--- src/rtl/pipeline_defs.sv ---
// Shared pipeline definitions: datapath widths and load-type encodings used by
// the MEM/WB stage and any later load-handling units.
package pipeline_defs;

  localparam int DATA_W_DEF = 32;
  localparam int REG_AW_DEF = 5;

  // Encodings 3'b101..3'b111 are not listed; consumers treat them as a word load.
  typedef enum logic [2:0] {
    LT_LW  = 3'b000,
    LT_LB  = 3'b001,
    LT_LBU = 3'b010,
    LT_LH  = 3'b011,
    LT_LHU = 3'b100
  } load_type_e;

endpackage

--- src/rtl/load_extender.sv ---
// Combinational big-endian load alignment and sign/zero extension.
// Byte 0 is the most significant byte; halfword offset[0] is ignored.
module load_extender
  import pipeline_defs::*;
#(
  parameter int DATA_W = DATA_W_DEF
) (
  input  logic [DATA_W-1:0] mem_rdata,
  input  logic [1:0]        offset,
  input  logic [2:0]        load_type,
  output logic [DATA_W-1:0] ext_data
);

  logic [7:0]  byte_sel;
  logic [15:0] half_sel;

  always_comb begin
    byte_sel = 8'h00;
    case (offset)
      2'd0: byte_sel = mem_rdata[31:24];
      2'd1: byte_sel = mem_rdata[23:16];
      2'd2: byte_sel = mem_rdata[15:8];
      default: byte_sel = mem_rdata[7:0];
    endcase
    half_sel = offset[1] ? mem_rdata[15:0] : mem_rdata[31:16];
  end

  always_comb begin
    ext_data = mem_rdata;
    case (load_type)
      LT_LB:   ext_data = {{(DATA_W-8){byte_sel[7]}}, byte_sel};
      LT_LBU:  ext_data = {{(DATA_W-8){1'b0}}, byte_sel};
      LT_LH:   ext_data = {{(DATA_W-16){half_sel[15]}}, half_sel};
      LT_LHU:  ext_data = {{(DATA_W-16){1'b0}}, half_sel};
      default: ext_data = mem_rdata;
    endcase
  end

endmodule

--- src/rtl/writeback_stage.sv ---
// MEM/WB latch and register-bank write driver, with a one-cycle hold of the
// last committed write for ID bypass and a retired-instruction counter.
module writeback_stage
  import pipeline_defs::*;
#(
  parameter int DATA_W = DATA_W_DEF,
  parameter int REG_AW = REG_AW_DEF
) (
  input  logic              clk,
  input  logic              rst,
  input  logic              stall,
  input  logic              flush,
  input  logic              valid_in,
  input  logic              reg_write_in,
  input  logic              mem_to_reg,
  input  logic [REG_AW-1:0] rd_in,
  input  logic [DATA_W-1:0] alu_result,
  input  logic [DATA_W-1:0] mem_rdata,
  input  logic [2:0]        load_type,
  output logic [REG_AW-1:0] write_register,
  output logic [DATA_W-1:0] write_data,
  output logic              Reg_write,
  output logic              fwd_valid,
  output logic [REG_AW-1:0] fwd_reg,
  output logic [DATA_W-1:0] fwd_data,
  output logic [31:0]       retired
);

  // valid_in qualifies the MEM-stage payload; there is no backpressure to MEM,
  // stall/flush decide per edge whether that payload is taken, held or dropped.
  logic [DATA_W-1:0] ext_data;

  logic              reg_write_q, reg_write_d;
  logic [REG_AW-1:0] wr_reg_q, wr_reg_d;
  logic [DATA_W-1:0] wr_data_q, wr_data_d;
  logic              fwd_valid_q;
  logic [REG_AW-1:0] fwd_reg_q;
  logic [DATA_W-1:0] fwd_data_q;
  logic [31:0]       retired_q, retired_d;
  logic              accept;

  load_extender #(.DATA_W(DATA_W)) u_load_extender (
    .mem_rdata (mem_rdata),
    .offset    (alu_result[1:0]),
    .load_type (load_type),
    .ext_data  (ext_data)
  );

  assign accept = valid_in & ~flush & ~stall;

  always_comb begin
    reg_write_d = 1'b0;
    wr_reg_d    = wr_reg_q;
    wr_data_d   = wr_data_q;
    retired_d   = retired_q;
    // Held cycles never re-pulse, so one instruction yields one bank write.
    if (!flush && !stall) begin
      reg_write_d = valid_in & reg_write_in & (rd_in != '0);
      wr_reg_d    = rd_in;
      wr_data_d   = mem_to_reg ? ext_data : alu_result;
    end
    if (accept) begin
      retired_d = retired_q + 32'd1;
    end
  end

  always_ff @(posedge clk or posedge rst) begin
    if (rst) begin
      reg_write_q <= 1'b0;
      wr_reg_q    <= '0;
      wr_data_q   <= '0;
      fwd_valid_q <= 1'b0;
      fwd_reg_q   <= '0;
      fwd_data_q  <= '0;
      retired_q   <= '0;
    end else begin
      reg_write_q <= reg_write_d;
      wr_reg_q    <= wr_reg_d;
      wr_data_q   <= wr_data_d;
      fwd_valid_q <= reg_write_q;
      fwd_reg_q   <= wr_reg_q;
      fwd_data_q  <= wr_data_q;
      retired_q   <= retired_d;
    end
  end

  assign write_register = wr_reg_q;
  assign write_data     = wr_data_q;
  assign Reg_write      = reg_write_q;
  assign fwd_valid      = fwd_valid_q;
  assign fwd_reg        = fwd_reg_q;
  assign fwd_data       = fwd_data_q;
  assign retired        = retired_q;

endmodule

--- config.mk ---
export PLATFORM = sky130hd
export DESIGN_NAME = writeback_stage
export DESIGN_NICKNAME = d
export VERILOG_FILES = /design/src/rtl/pipeline_defs.sv /design/src/rtl/load_extender.sv /design/src/rtl/writeback_stage.sv
export SDC_FILE = /design/constraint.sdc
export NUM_CORES = 1
export LEC_CHECK = 0
export BUFFER_PORTS_ARGS = -buffer_cell sky130_fd_sc_hd__buf_4
export CAP_MARGIN = 20
export CORE_MARGIN = 3
export CORE_UTILIZATION = 49
export CTS_CLUSTER_SIZE = 14
export DETAILED_ROUTE_END_ITERATION = 10
export PLACE_DENSITY = 0.81
export SLEW_MARGIN = 15
export SYNTH_ARGS = -nofsm -noshare
export SYNTH_HDL_FRONTEND = slang
export SYNTH_SLANG_ARGS = --single-unit
--- constraint.sdc ---
create_clock -name clk -period 3.9 [get_ports clk]
set_input_delay 0.585 -clock clk [delete_from_list [all_inputs] [get_ports clk]]
set_output_delay 0.585 -clock clk [all_outputs]
set_load 0.01 [all_outputs]
# [Word-level counts from Yosys, hierarchy flattened]
# Index checks and enable logic that the tools add are counted.
[word_totals] reg_bits=108 inputBits=79 out_inout_bits=108 wordCells=30
[classes] addsub=1 n_eq_ne=6 mux=5 bitwise=6 n_reduce_logical=5
[ops] op="$pmux W32 S4" n=1
[ops] op="$add A32 B1 Y32 const B" n=1
[ops] op="$mux W32" n=1
[ops] op="$pmux W8 S3" n=1
[ops] op="$mux W16" n=1
[ops] op="$eq A3 B2 Y1 const B" n=2
[ops] op="$reduce_bool A5 Y1" n=1
[ops] op="$and A1 B1 Y1" n=4
[ops] op="$eq A3 B1 Y1 const B" n=1
[ops] op="$eq A3 B3 Y1 const B" n=1
[ops] op="$eq A2 B1 Y1 const B" n=1
[ops] op="$eq A2 B2 Y1 const B" n=1
[ops] op="$logic_not A1 Y1" n=2
[ops] op="$logic_not A2 Y1" n=1
[ops] op="$not A1 Y1" n=2
[ops] op="$logic_and A1 B1 Y1" n=1
[ops] op="$mux W1" n=1

# [Depth between registers and ports, before layout]
# Gate-level depths: netlist of the first run.
[logic_depth] ltp_word=4 mapped_depth=6 mapped_depth_nobuf=5

# [By module]
# A second synthesis of the first run with hierarchy kept.
[unflattened] cells_unflattened=460 hier_area_um2=5228.8
[modules_own_cells] module="writeback_stage" instances=1 cells_per_inst=338 area_per_inst_um2=4191.5 seq_area_each_um2=2702.6
[modules_own_cells] module="load_extender" instances=1 cells_per_inst=122 area_per_inst_um2=1037.2 seq_area_each_um2=0.0

# [Least setup slack after synthesis of the first run]
# Ideal clock, no wire load.
[synth_timing] path_type="in2reg" start="in alu_result[0]" end="reg wr_data_q[10], in the netlist write_data[10]" setup_time_ns=0.145 arrival_time_ns=1.729 t_required_ns=3.755 slack_ns=2.026 path_stages=4 n_path_buf=0 path_cell_list="mux4_2 or3b_4 a31oi_4 a221oi_1"
[synth_between] elab_chain_len=4 elab_cells_between_ends=6 classes_between="2 x eq/ne; 3 x mux; 1 x reduce/logical"
[synth_rtl] item="start: declaration" line="writeback_stage.sv:17" source="input logic [DATA_W-1:0] alu_result,"
[synth_rtl] item="$eq A2 B2 Y1, or another cell as far along" line="load_extender.sv:19" source="case (offset)"
[synth_rtl] item="$pmux W8 S3 *" line="load_extender.sv:19"
[synth_rtl] item="$pmux W32 S4 *" line="load_extender.sv:30" source="case (load_type)"
[synth_rtl] item="$mux W32 *" line="writeback_stage.sv:60" source="wr_data_d = mem_to_reg ? ext_data : alu_result;"
[synth_rtl] item="end signal: assignment" line="writeback_stage.sv:79" source="wr_data_q <= wr_data_d;"
[synth_rtl] item="end: declaration" line="writeback_stage.sv:35" source="logic [DATA_W-1:0] wr_data_q, wr_data_d;"
# Every way passes the cells marked *; elsewhere a longest branch is shown, timed or not.
# A chain may end at the register's enable or synchronous reset.

# [Final worst setup path of the first run]
[layout_timing] start="in alu_result[1]" end="reg wr_data_q[18], in the netlist write_data[18]"
[layout_between] elab_chain_len=4 elab_cells_between_ends=7 classes_between="2 x eq/ne; 4 x mux; 1 x reduce/logical"
[layout_rtl] item="$eq A2 B2 Y1, or another cell as far along" line="load_extender.sv:19"
[layout_rtl] item="$pmux W8 S3" line="load_extender.sv:19"
[layout_rtl] item="$pmux W32 S4 *" line="load_extender.sv:30"
[layout_rtl] item="$mux W32 *" line="writeback_stage.sv:60"
# Marks and branches as above.

==> qor.csv, run 1 <==
stage;metric;value;unit
status;status;complete, no violations;
clocking;cts_buffers;9;
yosys;ys_seq_elements;108;
yosys;synthCells;447;
yosys;ys.flop_type;dfrtp_1;
power_and_ir_drop;p_int;1830;µW
clocking;path_clk_slew;0.10;ns
setup_path;critPathArrivalTime;2.20;ns
yosys;yosys-top-cells-count;dfrtp_1 (108), a21oi_1 (47), nand2_1 (40), o21ai_0 (30);
setup_path;cp.required;4.17;ns
power_and_ir_drop;p_leak;0.00303;µW
placed_design;placed_area;6460;µm²
final_layout;finalCoreUtilization;67.6;%
yosys;synth_top_area_share;54.5;%
setup_path;path_cells;buf_4 -> nand2b_1 -> a21oi_1 -> o311ai_2 -> buf_4 -> a21oi_1;
drt;drtIter0Drc;315;
floorplan;io-pin-count;187;
global_route;grt_usage;25.0;%
setup_path;cp-end-kind;flip-flop;
yosys;synth_edf_count;0;
timing;hold_viol;0;
floorplan;core-area;9820;µm²
floorplan;die_w;107;µm
clocking;root_buffer;clkbuf_8;
final_layout;regArea;2700;µm²
power_and_ir_drop;power.switching;802;µW
global_route;gr-total-overflow;0;
run;cap_violations;0;
floorplan;initial_utilization;50.5;%
setup_path;r2r_setup_slack;2.08;ns
yosys;ys_types;51;
clocking;cts_buffer_depth;2;
timing;slew_headroom;40.2;%
timing;worst_slew_pin_slew;0.897;ns
timing;fmax;0.519;GHz
yosys;yosysMostFrequentCell;dfrtp_1;
global_route;grt_first_pass_wirelength;22300;µm
setup_path;cpPeakStageDelay;0.63;ns
final_layout;area_growth;33.9;%
power_and_ir_drop;p_sw_share;30.5;%
drt;ant_nets;0;
drt;vias;4378;
yosys;syn-num-nets;527;
placed_design;gp_congestion;0.870;
timing;rsz0062_at_grt;false;
setup_path;cpLargestDelayFamily;compound AO/OA/AOI/OAI gates;
placed_design;dpl.hpwl;10400;µm
floorplan;dieArea;11400;µm²
timing;timing.final.crit_share;49.4;%
setup_path;path_class;in2reg;
global_route;grt_max_degree;75;
worst_hold_path;min_path_type;in2async;
placed_design;io_buffers;186;
clocking;cts_tree;done;
final_layout;drive_above_1_share;38.4;%
clocking;cts_resized;0;
yosys;synth_area;4960;µm²
timing;finalSetupViolations;0;
timing;fin_skew;0.00667;ns
yosys;synthTopCellsByArea;dfrtp_1 (55%), xnor2_1 (5.1%), a21oi_1 (4.7%);
power_and_ir_drop;p_seq_share;52.4;%
drt;drcViolationCount;0;
power_and_ir_drop;finalPower;2630;µW
timing;fin_crit;1.93;ns
drt;wirelength;14200;µm
final_layout;n_antenna_cell;0;
floorplan;row_count;36;
clocking;h-tree-depth;3;
yosys;synth-async-reset-ratio;100;%
setup_path;cp.depth;6;
global_route;grt_pass1_vias;4358;
power_and_ir_drop;p_per_area;397;nW/µm²
final_layout;fin_area;6640;µm²
power_and_ir_drop;peakVddDrop;0.208;mV
drt;first_pass_iters;5;
setup_path;r2r_cells;4;
final_layout;nets;705;
drt;wl_per_cell;18.6;µm
timing;fin_setup_tns;0;ns
timing;drv_slew;0;
yosys;yosysTopAreaCell;dfrtp_1;
setup_path;cp_slowest_cell;o311ai_2;
yosys;ys_warn_count;0;
clocking;post_cts_buffers;0;
clocking;insertion_delay;0.38;ns
clocking;cts_sinks;108;
yosys;postSynthAreaPerCell;11.1;µm²
setup_path;startpoint_type;input pin;
clocking;hold_buffers;0;
setup_path;r2r-end;retired[26];
setup_path;path_buf_inv;2;
global_route;antenna_found_initial;0;
yosys;ys_seq_area_share;54.5;%
final_layout;multi_input_area;2140;µm²
setup_path;crit_path_max_fanout;30;
drt;routed_via_density;5.74;
setup_path;r2r-start;retired[4];
floorplan;die_h;107;µm
power_and_ir_drop;p_clk_share;23.0;%
final_layout;num-fill-cells;806;
power_and_ir_drop;pwr-share-comb;24.6;%
-- metal layers --
layer / wire length (µm) / vias to the layer above / part of all wire [%] / GRT usage [%]
met2: 6830 / 236 / 48 / 40.3
met4: 438 / 0 / 3.1 / 10.7
li1: - / 1986 / - / -
met5: 0 / - / 0 / 0
met1: 5760 / 2121 / 41 / 33.3
met3: 1150 / 35 / 8.1 / 4.76
-- worst register-to-register path, cell delays in order (launching register included) --
cell and delay [ns]:
dfrtp_1 0.48, nand4_2 0.27, nor4_4 0.57, nand4_1 0.22
xnor2_1 0.17
-- stage by stage --
stage / cells / hold slack [ns] / setup WS, ns
finish: 763 / 0.391 / 1.97
global route: 763 / 0.393 / 1.87
CTS: 762 / 0.389 / 2.02
detailed placement: 746 / 0.386 / 1.61
global placement: 746 / 0.376 / 1.67
floorplan: 447 / 0.416 / 0.469
-- cells in the final DEF, fill, tap and decap left out, drive strengths merged, types with 11 or more instances in the layout --
master	n
buf	192
nand4	19
o21ai	31
a21oi	47
a221oi	11
xnor2	29
nor2	14
dfrtp	108
clkbuf	12
nand2	40
or3	29
mux2	11
-- cells by family (layout without fill, tap and decap cells) --
logic type / Yosys count / in the layout / synth area share (%)
XOR/XNOR: 34 / 34 / 6.01
buffers and inverters: 31 / 214 / 2.68
adder cells (fa/ha/maj): 1 / 1 / 0.252
AND/OR/NAND/NOR: 140 / 140 / 16.2
flip-flops: 108 / 108 / 54.5
AO/OA/AOI/OAI: 114 / 114 / 14.2
multiplexers: 19 / 19 / 6.13
-- final cells by class --
class | instances | area share (%)
flip-flops and latches | 108 | 40.7
multi-input cells | 308 | 32.2
repair buffers | 192 | 21.8
well taps | 133 | 2.51
clock buffers | 12 | 2.04
clock inverters | 4 | 0.396
inverters | 6 | 0.377
-- how the worst max path moves through the flow --
stage	from	end	slack, ns
after CTS	alu_result[1]	write_data[18]	2.02
after detailed placement	alu_result[1]	write_data[22]	1.61
final	alu_result[1]	write_data[18]	1.97
after global routing	alu_result[1]	write_data[23]	1.87
after floorplan	rst	Reg_write	0.47
after global placement	alu_result[0]	write_data[8]	1.67
-- power by group through the flow --
stage / clock network (µW) / logic (µW) / registers, µW
4_1_cts: 613 / 651 / 1380
3_3_place_gp: 0 / 639 / 1390
6_report: 606 / 648 / 1380
3_5_place_dp: 0 / 650 / 1400
2_1_floorplan: 0 / 208 / 1450
5_1_grt: 661 / 701 / 1400
(Power assumes the default switching activity.)
==> run 2: changes to the inputs <==
==> constraint.sdc (replaced) <==
create_clock -name clk -period 2 [get_ports clk]
set_input_delay 0.3 -clock clk [delete_from_list [all_inputs] [get_ports clk]]
set_output_delay 0.3 -clock clk [all_outputs]
set_load 0.01 [all_outputs]
==> qor.csv, run 2 (synthesis gave the netlist of run 1 again) <==
stage;metric;value;unit
status;status;complete, no violations;
timing;fin_skew;0.00782;ns
timing;fin_setup_tns;0;ns
setup_path;critPathArrivalTime;1.96;ns
global_route;gr-total-overflow;0;
setup_path;r2r_cells;5;
global_route;antenna_found_initial;0;
drt;wl_per_cell;18.8;µm
clocking;h-tree-depth;3;
setup_path;cp-end-kind;flip-flop;
drt;drtIter0Drc;282;
floorplan;initial_utilization;50.5;%
clocking;root_buffer;clkbuf_8;
run;cap_violations;0;
clocking;path_clk_slew;0.09;ns
placed_design;gp_congestion;0.931;
worst_hold_path;min_path_type;in2async;
timing;finalSetupViolations;0;
timing;slew_headroom;55.0;%
global_route;grt_max_degree;109;
clocking;cts_buffers;9;
drt;drcViolationCount;0;
final_layout;drive_above_1_share;39.3;%
timing;hold_viol;0;
clocking;post_cts_buffers;0;
floorplan;row_count;36;
placed_design;dpl.hpwl;10600;µm
timing;rsz0062_at_grt;false;
clocking;hold_buffers;0;
drt;ant_nets;0;
clocking;cts_resized;0;
timing;drv_slew;0;
power_and_ir_drop;p_per_area;789;nW/µm²
timing;fin_crit;1.71;ns
final_layout;final_cell_mix;buf_4 (199), dfrtp_1 (108), a21oi_1 (47);
power_and_ir_drop;finalPower;5330;µW
clocking;cts_buffer_depth;2;
setup_path;startpoint_type;flip-flop;
global_route;grt_first_pass_wirelength;22800;µm
placed_design;io_buffers;186;
floorplan;die_h;107;µm
final_layout;area_growth;36.2;%
power_and_ir_drop;p_leak;0.00308;µW
floorplan;core-area;9820;µm²
floorplan;io-pin-count;187;
floorplan;die_w;107;µm
drt;vias;4451;
clocking;insertion_delay;0.37;ns
setup_path;path_class;reg2reg;
setup_path;crit_path_max_fanout;9;
timing;worst_slew_pin_slew;0.675;ns
drt;routed_via_density;5.77;
final_layout;nets;713;
clocking;cts_sinks;108;
setup_path;cp.required;2.25;ns
final_layout;final_common_cell;buf_4;
floorplan;dieArea;11400;µm²
timing;fmax;0.584;GHz
clocking;cts_tree;done;
power_and_ir_drop;peakVddDrop;0.404;mV
global_route;grt_usage;25.3;%
timing;timing.final.crit_share;85.6;%
final_layout;n_antenna_cell;0;
final_layout;num-fill-cells;766;
drt;wirelength;14500;µm
global_route;grt_pass1_vias;4440;
drt;first_pass_iters;5;
run 2: changes by cell type in the layout (fill, tap and decap cells not counted), sizes merged:
cell	delta
clkinv	-3
bufinv	+1
inv	-1
clkinvlp	+2
buf	+8
clkbuf	+1
run 2: stage by stage:
stage | utilization (%) | worst slack (ns) | hold slack, ns | cell area (µm²) | cells
2_1_floorplan | - | 0.398 | 0.405 | 4960 | 447
3_3_place_gp | 66.7 | 0.238 | 0.366 | 6550 | 755
3_5_place_dp | 66.7 | 0.205 | 0.373 | 6550 | 755
4_1_cts | 68.7 | 0.283 | 0.116 | 6750 | 771
5_1_grt | 68.7 | 0.156 | 0.136 | 6750 | 771
6_report | 68.7 | 0.288 | 0.0450 | 6750 | 771
run 2: report_power, final:
| part | switching (µW) | internal, µW |
|---|---|---|
| registers | 222 | 2470 |
| logic | 611 | 658 |
| clock network | 722 | 650 |
run 2: worst paths after layout:
kind | slack [ns] | start | to
worst max register to register | 0.29 | retired[4] | retired[30]
worst min-delay path | 0.05 | rst | fwd_data[26]
max in group asynchronous | 1.44 | rst | fwd_data[15]
worst min register to register | 0.39 | Reg_write | fwd_valid
min in group clk | 0.13 | rd_in[2] | write_register[2]
worst max-delay path | 0.29 | retired[4] | retired[30]
run 2: routing by layer:
layer | GRT usage, % | share of wire, % | up-vias
li1 | - | - | 2001
met1 | 34.4 | 40 | 2191
met2 | 41.5 | 50 | 230
met3 | 3.91 | 7.4 | 29
met4 | 9.32 | 2.5 | 0
met5 | 0 | 0 | -
run 2: critical path, stage by stage, from the launching register on:
cell and delay, ns:
dfrtp_1 0.49, nand4_2 0.28, nor4_4 0.29, buf_4 0.22, nand4_1 0.15, xnor2_1 0.17
run 2: final cells by class:
class,instances,area [µm²],share of cell area [%]
well taps,133,166,2.47
flip-flops and latches,108,2700,40.0
multi-input cells,308,2140,31.7
repair buffers,200,1510,22.4
clock inverters,3,45.0,0.667
inverters,6,26.3,0.389
clock buffers,13,159,2.35
==> run 3: changes to the inputs <==
--- a/config.mk
+++ b/config.mk
@@ -8,11 +8,13 @@
 export BUFFER_PORTS_ARGS = -buffer_cell sky130_fd_sc_hd__buf_4
 export CAP_MARGIN = 20
 export CORE_MARGIN = 3
-export CORE_UTILIZATION = 49
+export CORE_UTILIZATION = 50
 export CTS_CLUSTER_SIZE = 14
 export DETAILED_ROUTE_END_ITERATION = 10
 export PLACE_DENSITY = 0.81
+export REMOVE_ABC_BUFFERS = 1
 export SLEW_MARGIN = 15
 export SYNTH_ARGS = -nofsm -noshare
 export SYNTH_HDL_FRONTEND = slang
+export SYNTH_HIERARCHICAL = 1
 export SYNTH_SLANG_ARGS = --single-unit
==> qor.csv, run 3 <==
stage;metric;value;unit
status;status;finished with violations;
status;failed_checks;negative hold slack;
drt;vias;4457;
timing;rsz0062_at_grt;false;
drt;first_pass_iters;4;
yosys;synth.mux.area_fraction;11.3;%
yosys;synth_top_area_share;51.7;%
yosys;synthTopCellsByArea;dfrtp_1 (52%), mux2i_1 (6.1%), o21ai_0 (3.8%);
placed_design;io_buffers;186;
global_route;grt_first_pass_wirelength;22800;µm
drt;drcViolationCount;0;
final_layout;n_antenna_cell;0;
worst_hold_path;min_path_type;in2async;
yosys;ys_seq_elements;108;
clocking;cts_buffer_depth;2;
clocking;cts_tree;done;
drt;ant_nets;0;
floorplan;io-pin-count;187;
yosys;ys_warn_count;6;
drt;top_layer_used;met4;
setup_path;cp.required;2.27;ns
yosys;synth_top_family_by_area;simple AND/OR/NAND/NOR gates;
setup_path;r2r-end;retired[26];
timing;fmax;0.529;GHz
drt;met2_length;6710;µm
drt;wl_per_cell;17.8;µm
floorplan;die_w;108;µm
drt;drtIter0Drc;225;
floorplan;row_count;36;
timing;worst_slew_pin_slew;0.724;ns
floorplan;initial_utilization;52.5;%
final_layout;area_growth;34.7;%
setup_path;cp-end-kind;flip-flop;
global_route;grt_usage;24.7;%
clocking;root_buffer;clkbuf_8;
global_route;gr-total-overflow;0;
drt;routed_via_density;5.63;
floorplan;dieArea;11700;µm²
run;cap_violations;0;
yosys;synthCells;460;
floorplan;core-area;9950;µm²
power_and_ir_drop;peakVddDrop;0.460;mV
final_layout;final_cell_mix;buf_4 (210), dfrtp_1 (108), nand2_1 (51);
timing;finalSetupViolations;0;
final_layout;final_cells;792;
setup_path;r2r_cells;4;
timing;fin_crit;1.89;ns
drt;drt-met1-wl;5800;µm
setup_path;startpoint_type;flip-flop;
setup_path;crit_path_max_fanout;7;
placed_design;gp_congestion;0.883;
final_layout;final_common_cell;buf_4;
clocking;cts_buffers;9;
final_layout;drive_above_1_share;38.4;%
setup_path;path_cells;nand4_1 -> nor4_1 -> nand4_1 -> xnor2_1;
clocking;insertion_delay;0.38;ns
timing;slew_headroom;51.8;%
timing;drv_slew;0;
setup_path;r2r_setup_slack;0.11;ns
clocking;hold_buffers;0;
placed_design;dpl.hpwl;10600;µm
drt;wl_met3;1320;µm
setup_path;cpLargestDelayFamily;simple AND/OR/NAND/NOR gates;
final_layout;regArea;2700;µm²
drt;wirelength;14100;µm
timing;timing.final.crit_share;94.5;%
yosys;ys_types;49;
yosys;synth_xor_area_share;5.53;%
setup_path;path_buf_inv;0;
yosys;synth-async-reset-ratio;100;%
clocking;cts_sinks;108;
yosys;yosysMostFrequentCell;dfrtp_1;
yosys;yosysTopAreaCell;dfrtp_1;
setup_path;r2r-start;retired[7];
setup_path;critPathArrivalTime;2.16;ns
yosys;synth_compound_area_share;10.4;%
setup_path;cp_slowest_cell;nor4_1;
clocking;h-tree-depth;3;
global_route;grt_max_degree;71;
power_and_ir_drop;p_leak;0.00358;µW
clocking;post_cts_buffers;0;
power_and_ir_drop;finalPower;5330;µW
setup_path;path_class;reg2reg;
clocking;path_clk_slew;0.10;ns
yosys;synth_adder_area_share;0.239;%
final_layout;nets;734;
yosys;synth_area;5230;µm²
yosys;ys_seq_area_share;51.7;%
clocking;cts_resized;0;
global_route;antenna_found_initial;0;
global_route;grt_pass1_vias;4556;
yosys;synth_edf_count;0;
final_layout;num-fill-cells;742;
yosys;yosys-top-cells-count;dfrtp_1 (108), nand2_1 (51), o21ai_0 (40), mux2i_1 (32);
floorplan;die_h;108;µm
timing;fin_skew;0.0124;ns
setup_path;cpPeakStageDelay;0.64;ns
yosys;ys.flop_type;dfrtp_1;
yosys;postSynthAreaPerCell;11.4;µm²
timing;hold_slack;-0.00379;ns
placed_design;dp.cells;776;
setup_path;cp_common_cell;nand4_1;
timing;hold_viol;7;
final_layout;multi_input_area;2320;µm²
power_and_ir_drop;p_per_area;756;nW/µm²
yosys;yosys.area_share.simple;16.9;%
-- run 3: changes by cell type after synthesis, moves of 10 or more --
| cell | previous run | this run |
|---|---|---|
| o21ai_0 | 30 | 40 |
| a21oi_1 | 47 | 0 |
| mux2i_1 | 0 | 32 |
| nand2_1 | 40 | 51 |
| or3_1 | 29 | 2 |
| nand3_1 | 7 | 21 |
| a221oi_1 | 11 | 0 |
| a21o_1 | 0 | 11 |
-- run 3: power by group --
part           switching, µW  internal [µW]  total (µW)
clock network            759            588        1350
registers                212           2460        2680
logic                    604            700        1300
-- run 3: worst min-delay path, cell delays in order --
cell and delay (ns):
buf_4 0.12, inv_4 0.05, buf_12 0.31
-- run 3: kinds of logic after synthesis --
| kind of cell | after synthesis |
|---|---|
| AOI/OAI and AO/OA | 78 |
| xor gates and xnor gates | 33 |
| adders and majority gates | 1 |
| buffers and inverters | 40 |
| DFF | 108 |
| muxes | 46 |
| and+or+nand+nor | 154 |
-- run 3: final cells by class --
class                           instances  share of cell area [%]
Timing Repair Buffer                  212                    23.0
Clock buffer                           11                    1.87
Clock inverter                          5                   0.871
Tap cell                              133                    2.36
Sequential cell                       108                    38.4
Inverter                               11                   0.622
Multi-Input combinational cell        312                    32.9
-- run 3: per-layer routing --
| layer | GRT usage [%] | up-vias |
|---|---|---|
| met5 | 0 | - |
| met4 | 9.11 | 0 |
| met3 | 6.27 | 24 |
| met2 | 40.8 | 209 |
| met1 | 31.6 | 2162 |
| li1 | - | 2062 |
-- run 3: how the worst max path moves through the flow --
stage               startpoint           to  cells after the start
floorplan                  rst    Reg_write                      1
global placement         flush  retired[19]                      5
detailed placement       flush  retired[19]                      5
CTS                 retired[7]  retired[26]                      4
global route        retired[7]  retired[26]                      4
finish              retired[7]  retired[26]                      4
-- run 3: metrics by stage --
stage,setup slack (ns),area (µm²),util (%),TNS [ns]
CTS,0.167,7040,70.7,0
finish,0.109,7040,70.7,0
global route,0.00354,7040,70.7,0
floorplan,-1.15,5060,-,-123.72
global placement,0.0444,6850,68.8,0
detailed placement,-0.00435,6850,68.8,-0.00435
